[config.mk]
export PLATFORM = sky130hd
export DESIGN_NAME = gf_op_scheduler
export DESIGN_NICKNAME = d
export VERILOG_FILES = /design/src/rtl/gf_op_scheduler.sv
export SDC_FILE = /design/constraint.sdc
export NUM_CORES = 1
export LEC_CHECK = 0
export CAP_MARGIN = 20
export CELL_PAD_IN_SITES_DETAIL_PLACEMENT = 0
export CELL_PAD_IN_SITES_GLOBAL_PLACEMENT = 1
export CORE_ASPECT_RATIO = 2
export CORE_MARGIN = 8
export CORE_UTILIZATION = 39
export CTS_BUF_LIST = sky130_fd_sc_hd__clkbuf_16
export CTS_CLUSTER_DIAMETER = 60
export DETAILED_ROUTE_END_ITERATION = 16
export GPL_ROUTABILITY_DRIVEN = 1
export GPL_TIMING_DRIVEN = 0
export PLACE_DENSITY_LB_ADDON = 0.1
export SETUP_SLACK_MARGIN = 0.02
export SLEW_MARGIN = 20
export SYNTH_ARGS = -nofsm -noshare
export SYNTH_HDL_FRONTEND = slang
export SYNTH_SLANG_ARGS = --single-unit
[constraint.sdc]
create_clock -name clk -period 5.06 [get_ports clk]
set_clock_uncertainty 0.2 [all_clocks]
set_input_delay 1.012 -clock clk [delete_from_list [all_inputs] [get_ports clk]]
set_output_delay 1.012 -clock clk [all_outputs]
set_load 0.02 [all_outputs]
[src/rtl/gf_op_scheduler.sv]
// gf_op_scheduler: fetches per-command opcode programs and issues them to Core1 (square/xor/reduce)
// and Core2 (pipelined multiply with FIFO credit tracking). Macro GF_SCHED_PERF_CNT_EN adds cycle_cnt.
//
// state | meaning
// IDLE  | waiting for start; command and pc latched on accept
// FETCH | rom_addr driven, opcode arrives next cycle
// ISSUE | decode opcode from ROM and issue / branch
// STALL | MUL held until Core2 has room and credit is available
// DRAIN | wait for outstanding==0 (after WAIT, or after END before DONE)
// DONE  | one-cycle done pulse, back to IDLE
module gf_op_scheduler #(
   parameter int PC_W    = 6,
   parameter int MAX_OUT = 8
) (
   input  logic              clk,
   input  logic              rst_n,
   input  logic              start,
   input  logic [5:0]        command,
   output logic              busy,
   output logic              done,
   output logic [6+PC_W-1:0] rom_addr,
   input  logic [15:0]       rom_opcode,
   output logic              core1_valid,
   output logic [1:0]        core1_cmd,
   output logic              core2_wr_en,
   output logic [7:0]        core2_cmd,
   input  logic              core2_in_busy,
   input  logic              core2_out_busy,
   output logic              core2_rd_en,
`ifdef GF_SCHED_PERF_CNT_EN
   output logic [15:0]       cycle_cnt,
`endif
   output logic [3:0]        outstanding
);

   typedef enum logic [2:0] {
      S_IDLE, S_FETCH, S_ISSUE, S_STALL, S_DRAIN, S_DONE
   } state_t;

   localparam logic [3:0]      C_END  = 4'd0;
   localparam logic [3:0]      C_MUL  = 4'd1;
   localparam logic [3:0]      C_SQR  = 4'd2;
   localparam logic [3:0]      C_XOR  = 4'd3;
   localparam logic [3:0]      C_RED  = 4'd4;
   localparam logic [3:0]      C_WAIT = 4'd5;
   localparam logic [PC_W-1:0] LP_PC_ONE  = 1;
   localparam logic [4:0]      LP_MAX_OUT = 5'(MAX_OUT);

   state_t          r_state;
   logic [PC_W-1:0] r_pc;
   logic [5:0]      r_cmd;
   logic [15:0]     r_op;
   logic            r_end_pend;
   logic [3:0]      r_outst;
   logic            r_busy;
   logic            r_done;

   logic [15:0]     w_op;
   logic [3:0]      w_class;
   logic            w_exec;
   logic            w_push;
   logic            w_pop;
   logic            w_core1;
   logic            w_unused_bits;

   // ROM data is only valid in ISSUE; a stalled MUL replays from the held copy
   assign w_op    = (r_state == S_ISSUE) ? rom_opcode : r_op;
   assign w_class = w_op[15:12];
   assign w_exec  = (r_state == S_ISSUE) || (r_state == S_STALL);
   assign w_push  = w_exec && (w_class == C_MUL) && !core2_in_busy
                    && ({1'b0, r_outst} < LP_MAX_OUT);
   assign w_pop   = !core2_out_busy && (r_outst != 4'd0);
   assign w_core1 = (r_state == S_ISSUE)
                    && ((w_class == C_SQR) || (w_class == C_XOR) || (w_class == C_RED));
   assign w_unused_bits = ^{w_op[11], w_op[3], w_op[0]};

   assign busy        = r_busy;
   assign done        = r_done;
   assign rom_addr    = {r_cmd, r_pc};
   assign outstanding = r_outst;
   assign core1_valid = w_core1;
   assign core1_cmd   = w_op[5:4];
   assign core2_wr_en = w_push;
   assign core2_cmd   = {w_op[8:6], w_op[10:9], w_op[2:1], 1'b0};
   assign core2_rd_en = w_pop;

   always_ff @(posedge clk or negedge rst_n) begin
      if (!rst_n) begin
         r_state    <= S_IDLE;
         r_pc       <= '0;
         r_cmd      <= '0;
         r_op       <= '0;
         r_end_pend <= 1'b0;
         r_outst    <= '0;
         r_busy     <= 1'b0;
         r_done     <= 1'b0;
      end else begin
         r_done <= 1'b0;
         case (r_state)
            S_IDLE: begin
               if (start) begin
                  r_cmd   <= command;
                  r_pc    <= '0;
                  r_busy  <= 1'b1;
                  r_state <= S_FETCH;
               end
            end
            S_FETCH: r_state <= S_ISSUE;
            S_ISSUE: begin
               r_op <= rom_opcode;
               case (w_class)
                  C_END: begin
                     if (r_outst == 4'd0) begin
                        r_done  <= 1'b1;
                        r_state <= S_DONE;
                     end else begin
                        r_end_pend <= 1'b1;
                        r_state    <= S_DRAIN;
                     end
                  end
                  C_MUL: begin
                     if (w_push) begin
                        r_pc    <= r_pc + LP_PC_ONE;
                        r_state <= S_FETCH;
                     end else begin
                        r_state <= S_STALL;
                     end
                  end
                  C_WAIT: begin
                     r_end_pend <= 1'b0;
                     r_state    <= S_DRAIN;
                  end
                  default: begin
                     r_pc    <= r_pc + LP_PC_ONE;
                     r_state <= S_FETCH;
                  end
               endcase
            end
            S_STALL: begin
               if (w_push) begin
                  r_pc    <= r_pc + LP_PC_ONE;
                  r_state <= S_FETCH;
               end
            end
            S_DRAIN: begin
               if (r_outst == 4'd0) begin
                  if (r_end_pend) begin
                     r_end_pend <= 1'b0;
                     r_done     <= 1'b1;
                     r_state    <= S_DONE;
                  end else begin
                     r_pc    <= r_pc + LP_PC_ONE;
                     r_state <= S_FETCH;
                  end
               end
            end
            S_DONE: begin
               r_busy  <= 1'b0;
               r_state <= S_IDLE;
            end
            default: r_state <= S_IDLE;
         endcase

         case ({w_push, w_pop})
            2'b10:   r_outst <= r_outst + 4'd1;
            2'b01:   r_outst <= r_outst - 4'd1;
            default: r_outst <= r_outst;
         endcase
      end
   end

`ifdef GF_SCHED_PERF_CNT_EN
   logic [15:0] r_cycle_cnt;

   always_ff @(posedge clk or negedge rst_n) begin
      if (!rst_n) begin
         r_cycle_cnt <= '0;
      end else if ((r_state == S_IDLE) && start) begin
         r_cycle_cnt <= '0;
      end else if (r_busy && (r_cycle_cnt != 16'hFFFF)) begin
         r_cycle_cnt <= r_cycle_cnt + 16'd1;
      end
   end

   assign cycle_cnt = r_cycle_cnt;
`endif

endmodule

# --- Yosys cells after proc, flatten, opt, wreduce, memory -nomap -nowiden ---
# Index checks and enable logic that the tools add are counted.
totals:
  wordCells: 83
  ff_bits: 38
  in_bits: 27
op_classes:
  add_sub_neg: 3
  reduce_logical: 24
  mux: 27
  eq_ne: 19
  order_cmp: 1
ops:
  columns: ["op", "count"]
  rows:
  - ["$mux 6", 4]
  - ["$pmux 6 s4", 1]
  - ["$mux 16", 1]
  - ["$pmux 3 s5", 1]
  - ["$mux 3", 4]
  - ["$pmux 6 s2", 1]
  - ["$ne 2x2->1 const B", 5]
  - ["$pmux 3 s3", 1]
  - ["$eq 4x2->1 const B", 2]
  - ["$eq 4x3->1 const B", 2]
  - ["$logic_not 4->1", 2]
  - ["$mux 1", 8]
  - ["$pmux 1 s2", 4]
  - ["$pmux 4 s2", 1]
  - ["$reduce_bool 4->1", 2]
  - ["$add 6x1->6 const B", 1]
  - ["$eq 3x2->1 const B", 2]
  - ["$eq 3x3->1 const B", 2]
  - ["$reduce_bool 2->1", 3]
  - ["$logic_and 1x1->1", 5]
  - ["$reduce_and 5->1", 1]
  - ["$add 4x1->4 const B", 1]
  - ["$eq 4x1->1 const B", 1]
  - ["$lt 4x4->1 const B", 1]
  - ["other kinds (14)", 18]

# --- Depth between registers and ports, before layout ---
depth:
  word_depth: 9
  ltp_mapped: 11
  ltp_nobuf: 10

# --- Worst setup path before layout ---
# No wires, ideal clock.
synth_path:
  path_type: "input to register"
  from: "input port rom_opcode[14]"
  to: "register r_outst[2] (netlist: outstanding[2])"
  setup_ns: 0.137
  required_ns: 4.723
  arrival_time_ns: 2.865
  setup_slack_ns: 1.858
  cell_stages: 11
  path_buffers: 1
  path_cell_list: "clkbuf_1 mux2i_1 o2111ai_1 inv_1 nor3_1 xor2_1 ha_1 a21oi_1 a21boi_0 nor3_1 xor2_1"
synth_between:
  elab_chain_len: 7
  elab_cells_between_ends: 9
  classes_between: "eq/ne: 3; mux: 2; reduce/logical: 4"
synth_lines:
  columns: ["element", "line", "source"]
  rows:
  - ["start, declared", "22", "input logic [15:0] rom_opcode,"]
  - ["$mux 16 *", null, null]
  - ["$eq 4x1->1 *", "70", "assign w_push = w_exec && (w_class == C_MUL) && !core2_in_busy"]
  - ["$logic_and 1x1->1 * (2 in series)", "70", null]
  - ["$logic_and 1x1->1 *", "71", "&& ({1'b0, r_outst} < LP_MAX_OUT);"]
  - ["net core2_wr_en", "25", "output logic core2_wr_en,"]
  - ["$eq 2x1->1 or $eq 2x2->1 (tied branches)", "164", "case ({w_push, w_pop})"]
  - ["$pmux 4 s2 or $reduce_bool 2->1 (tied branches)", null, null]
  - ["end signal, assigned", "165", "2'b10: r_outst <= r_outst + 4'd1;"]
  - ["end signal, assigned", "166", "2'b01: r_outst <= r_outst - 4'd1;"]
  - ["end signal, assigned", "167", "default: r_outst <= r_outst;"]
  - ["end, declared", "54", "logic [3:0] r_outst;"]
# The timed path passes the listed nets; every way through them passes the cells marked *.
# A chain may end at the register's enable or synchronous reset.

# --- Worst setup path after layout ---
layout_path:
  from: "input port rom_opcode[12]"
  to: "output port core2_wr_en"
layout_between:
  elab_chain_len: 5
layout_lines:
  columns: ["element", "line"]
  rows:
  - ["$mux 16", null]
  - ["$eq 4x1->1", "70"]
  - ["$logic_and 1x1->1 (2 in series)", "70"]
  - ["$logic_and 1x1->1", "71"]
  - ["end, declared", "25"]
# No other way between the ends.

==> run_results.csv <==
group,metric,value,unit
power_and_ir_drop,seqPwrFrac,0.284,
drt,num_vias,1650,
cts,cts_tree,"done",
power_and_ir_drop,p_total,1.72,mW
cells_and_area,antenna_cells,0,
power_and_ir_drop,ir_drop,0.000341,V
power_and_ir_drop,p_leak,1.14,nW
setup_path,max_stage_delay,0.64,ns
setup_path,cp_cell_sequence,"clkdlybuf4s50_1, nor4b_1, o2111ai_1, inv_1, clkdlybuf4s50_1",
placement,finalWeightedCongestion,0.870,
placement,portBuffers,52,
cts,cts_setup_buffers,0,
setup_path,critical_path.max_fanout,7,
synth,ys_ff_latch,35,
synth,ys_types,55,
synth,yosysWarnings,0,
global_route,grt-ovfl-total,0,
timing,worst_pin_slew,0.770,ns
die,io_pins,58,
die,initial_utilization,0.404,
drt,drc_errors,0,
synth,async_flop_share,1.00,
cts,path_clk_slew,0.05,ns
synth,yosys_most_used_dff,"dfrtp_1",
die,num_rows,36,
die,core-area,4860,um^2
placement,dp_cells,295,
synth,syn_area,1960,um^2
timing,clock.fmax,229,MHz
cells_and_area,area_growth,38.3,%
min_path,hold_start,"r_op[9]",
cts,clock-sinks,35,
min_path,hold_depth,1,
power_and_ir_drop,p_int,1.06,mW
timing,rsz0062_at_grt,"no",
power_and_ir_drop,clkPwrFrac,0.167,
power_and_ir_drop,p_per_area,635,nW/um^2
drt,viasPerCell,5.45,
global_route,grt_pass1_vias,1695,
synth,syn_inst,185,
cts,clock_path_buffers,2,
setup_path,cp.arrival,3.16,ns
global_route,grt_usage,0.134,
cells_and_area,finalNonFillerCells,303,
power_and_ir_drop,comb_power_share,0.548,
setup_path,r2r_cells,11,
timing,timing.final.crit_share,0.864,
min_path,hold_class,"register to register",
drt,drt-total-wl,4.85,mm
placement,hpwl,3.89,mm
cts,clock_latency,0.28,ns
synth,syn_avg_cell_area,10.6,um^2
setup_path,r2r_slack,2.20,ns
setup_path,cp_top_family,"buffers and inverters",
global_route,grt_pass1_wl,8.10,mm
synth,ys_seq_area_frac,0.446,
setup_path,cp-start-kind,"primary input",
synth,syn_nets,215,
cells_and_area,nNetsFinal,275,
global_route,antenna_found_initial,0,
cts,ctsResizeCount,0,
timing,report.final.slew_viol_count,0,
global_route,grt_max_degree,21,
setup_path,r2r-end,"outstanding[2]",
setup_path,critPathBufInv,3,
timing,setup_viol,0,
drt,ant_nets,0,
cts,clockRootBuffer,"clkbuf_16",
timing,tns,0,ns
drt,drt_iter0_markers,66,
die,chipWidth,66.2,um
setup_path,crit_top_cell,"clkdlybuf4s50_1",
timing,max_slew_margin,0.482,
cts,cts_hold_buf,0,
setup_path,criticalPathCategory,"primary input to output pin",
timing,hold_violations,0,
min_path,whs_endpoint,"r_op[9]",
job,max_cap_viol_count,0,
drt,wl_per_cell,16.0,um
setup_path,critPathRequiredTime,3.85,ns
setup_path,timing.rr.start,"r_state[0]",
setup_path,cp-end-kind,"output pin",
outcome,status,"completed",
power_and_ir_drop,swShare,0.385,
die,die-area,7700,um^2
drt,drt-pass1-iter-count,4,
die,chipHeight,116,um
cells_and_area,drive_above_1_share,0.199,
setup_path,slowest_stage,"clkdlybuf4s50_1",
power_and_ir_drop,p_sw,0.663,mW
cts,cts-buffers-inserted,5,
timing,fin_crit,4.37,ns
synth,synth_edf_count,0,
cts,h-tree-depth,2,
[logic make-up after synthesis]
family	count (synthesis)	synth area share
buffers and inverters	26	0.0758
and+or+nand+nor	52	0.165
xor gates and xnor gates	5	0.0223
other	1	0.00191
adders and majority gates	3	0.0191
DFF	35	0.446
AOI/OAI and AO/OA	41	0.146
muxes	22	0.124
[power groups by stage]
| stage | clock network, mW | logic [mW] | registers [mW] |
|---|---|---|---|
| 3_5_place_dp | 0 | 0.959 | 0.495 |
| 4_1_cts | 0.293 | 0.963 | 0.491 |
| 2_1_floorplan | 0 | 0.569 | 0.534 |
| 5_1_grt | 0.306 | 1.03 | 0.509 |
| 3_3_place_gp | 0 | 0.952 | 0.491 |
| 6_report | 0.288 | 0.945 | 0.490 |
[synthesized netlist by cell type, types with 4 or more instances]
cell type | count | area [um^2]
o31ai_1 | 4 | 30.0
nand2_1 | 6 | 22.5
nor3_1 | 5 | 25.0
buf_4 | 10 | 75.1
nand3_1 | 5 | 25.0
mux2i_1 | 4 | 40.0
nor2_1 | 10 | 37.5
mux2_2 | 18 | 203
o21ai_0 | 11 | 55.1
inv_1 | 8 | 30.0
dfrtp_1 | 35 | 876
buf_2 | 5 | 25.0
a21oi_1 | 5 | 25.0
[layout by cell type (no fill, tap or decap), types with 5 or more instances in the layout]
master,count
nand2_1,6
dfrtp_1,35
nor3_1,5
clkdlybuf4s50_1,51
a21oi_1,5
buf_4,10
o21ai_0,11
buf_2,6
inv_1,10
clkbuf_16,5
nor2_1,10
nand3_1,5
mux2_2,18
[per-layer routing]
layer  global-route usage  share of wire
met4               0.0560          0.025
met2                0.238           0.53
met5                    0              0
met1                0.133           0.38
met3               0.0500          0.073
[state kept, by name, indices dropped and copies added (netlist names)]
name,count
r_cmd,6
done,1
r_end_pend,1
r_state,3
busy,1
r_pc,6
outstanding,4
r_op,13
[worst register-to-register path, stage by stage, from the launching register on]
cell and delay, ns:
dfrtp_1 0.42, buf_2 0.24, mux2i_1 0.24, o2111ai_1 0.31, inv_1 0.27, nor3_1 0.11, xor2_1 0.19, ha_1 0.20
a21oi_1 0.15, a21boi_0 0.20, nor3_1 0.08, xor2_1 0.14
[stage by stage]
stage	hold WS [ns]	util	instance area (um^2)	setup slack [ns]
floorplan	0.273	-	1960	1.86
global placement	0.281	0.525	2550	0.672
detailed placement	0.288	0.530	2580	0.696
CTS	0.299	0.558	2720	0.669
global route	0.312	0.558	2720	0.556
finish	0.294	0.558	2720	0.687
[worst max path at each step]
stage               cells after the start      startpoint              to
floorplan                              11  rom_opcode[14]  outstanding[2]
global placement                        5  rom_opcode[12]     core2_wr_en
detailed placement                      5  rom_opcode[12]     core2_wr_en
CTS                                     5  rom_opcode[12]     core2_wr_en
global route                            5  rom_opcode[12]     core2_wr_en
finish                                  5  rom_opcode[12]     core2_wr_en
[cell type report]
type / instances / area (um^2)
Buffer: 18 / 119
Clock buffer: 5 / 125
Clock inverter: 3 / 12.5
Fill cell: 446 / 2150
Inverter: 8 / 30.0
Multi-Input combinational cell: 124 / 938
Sequential cell: 35 / 876
Tap cell: 57 / 71.3
Timing Repair Buffer: 53 / 543
Note: power is estimated with default switching activity, not from simulation.
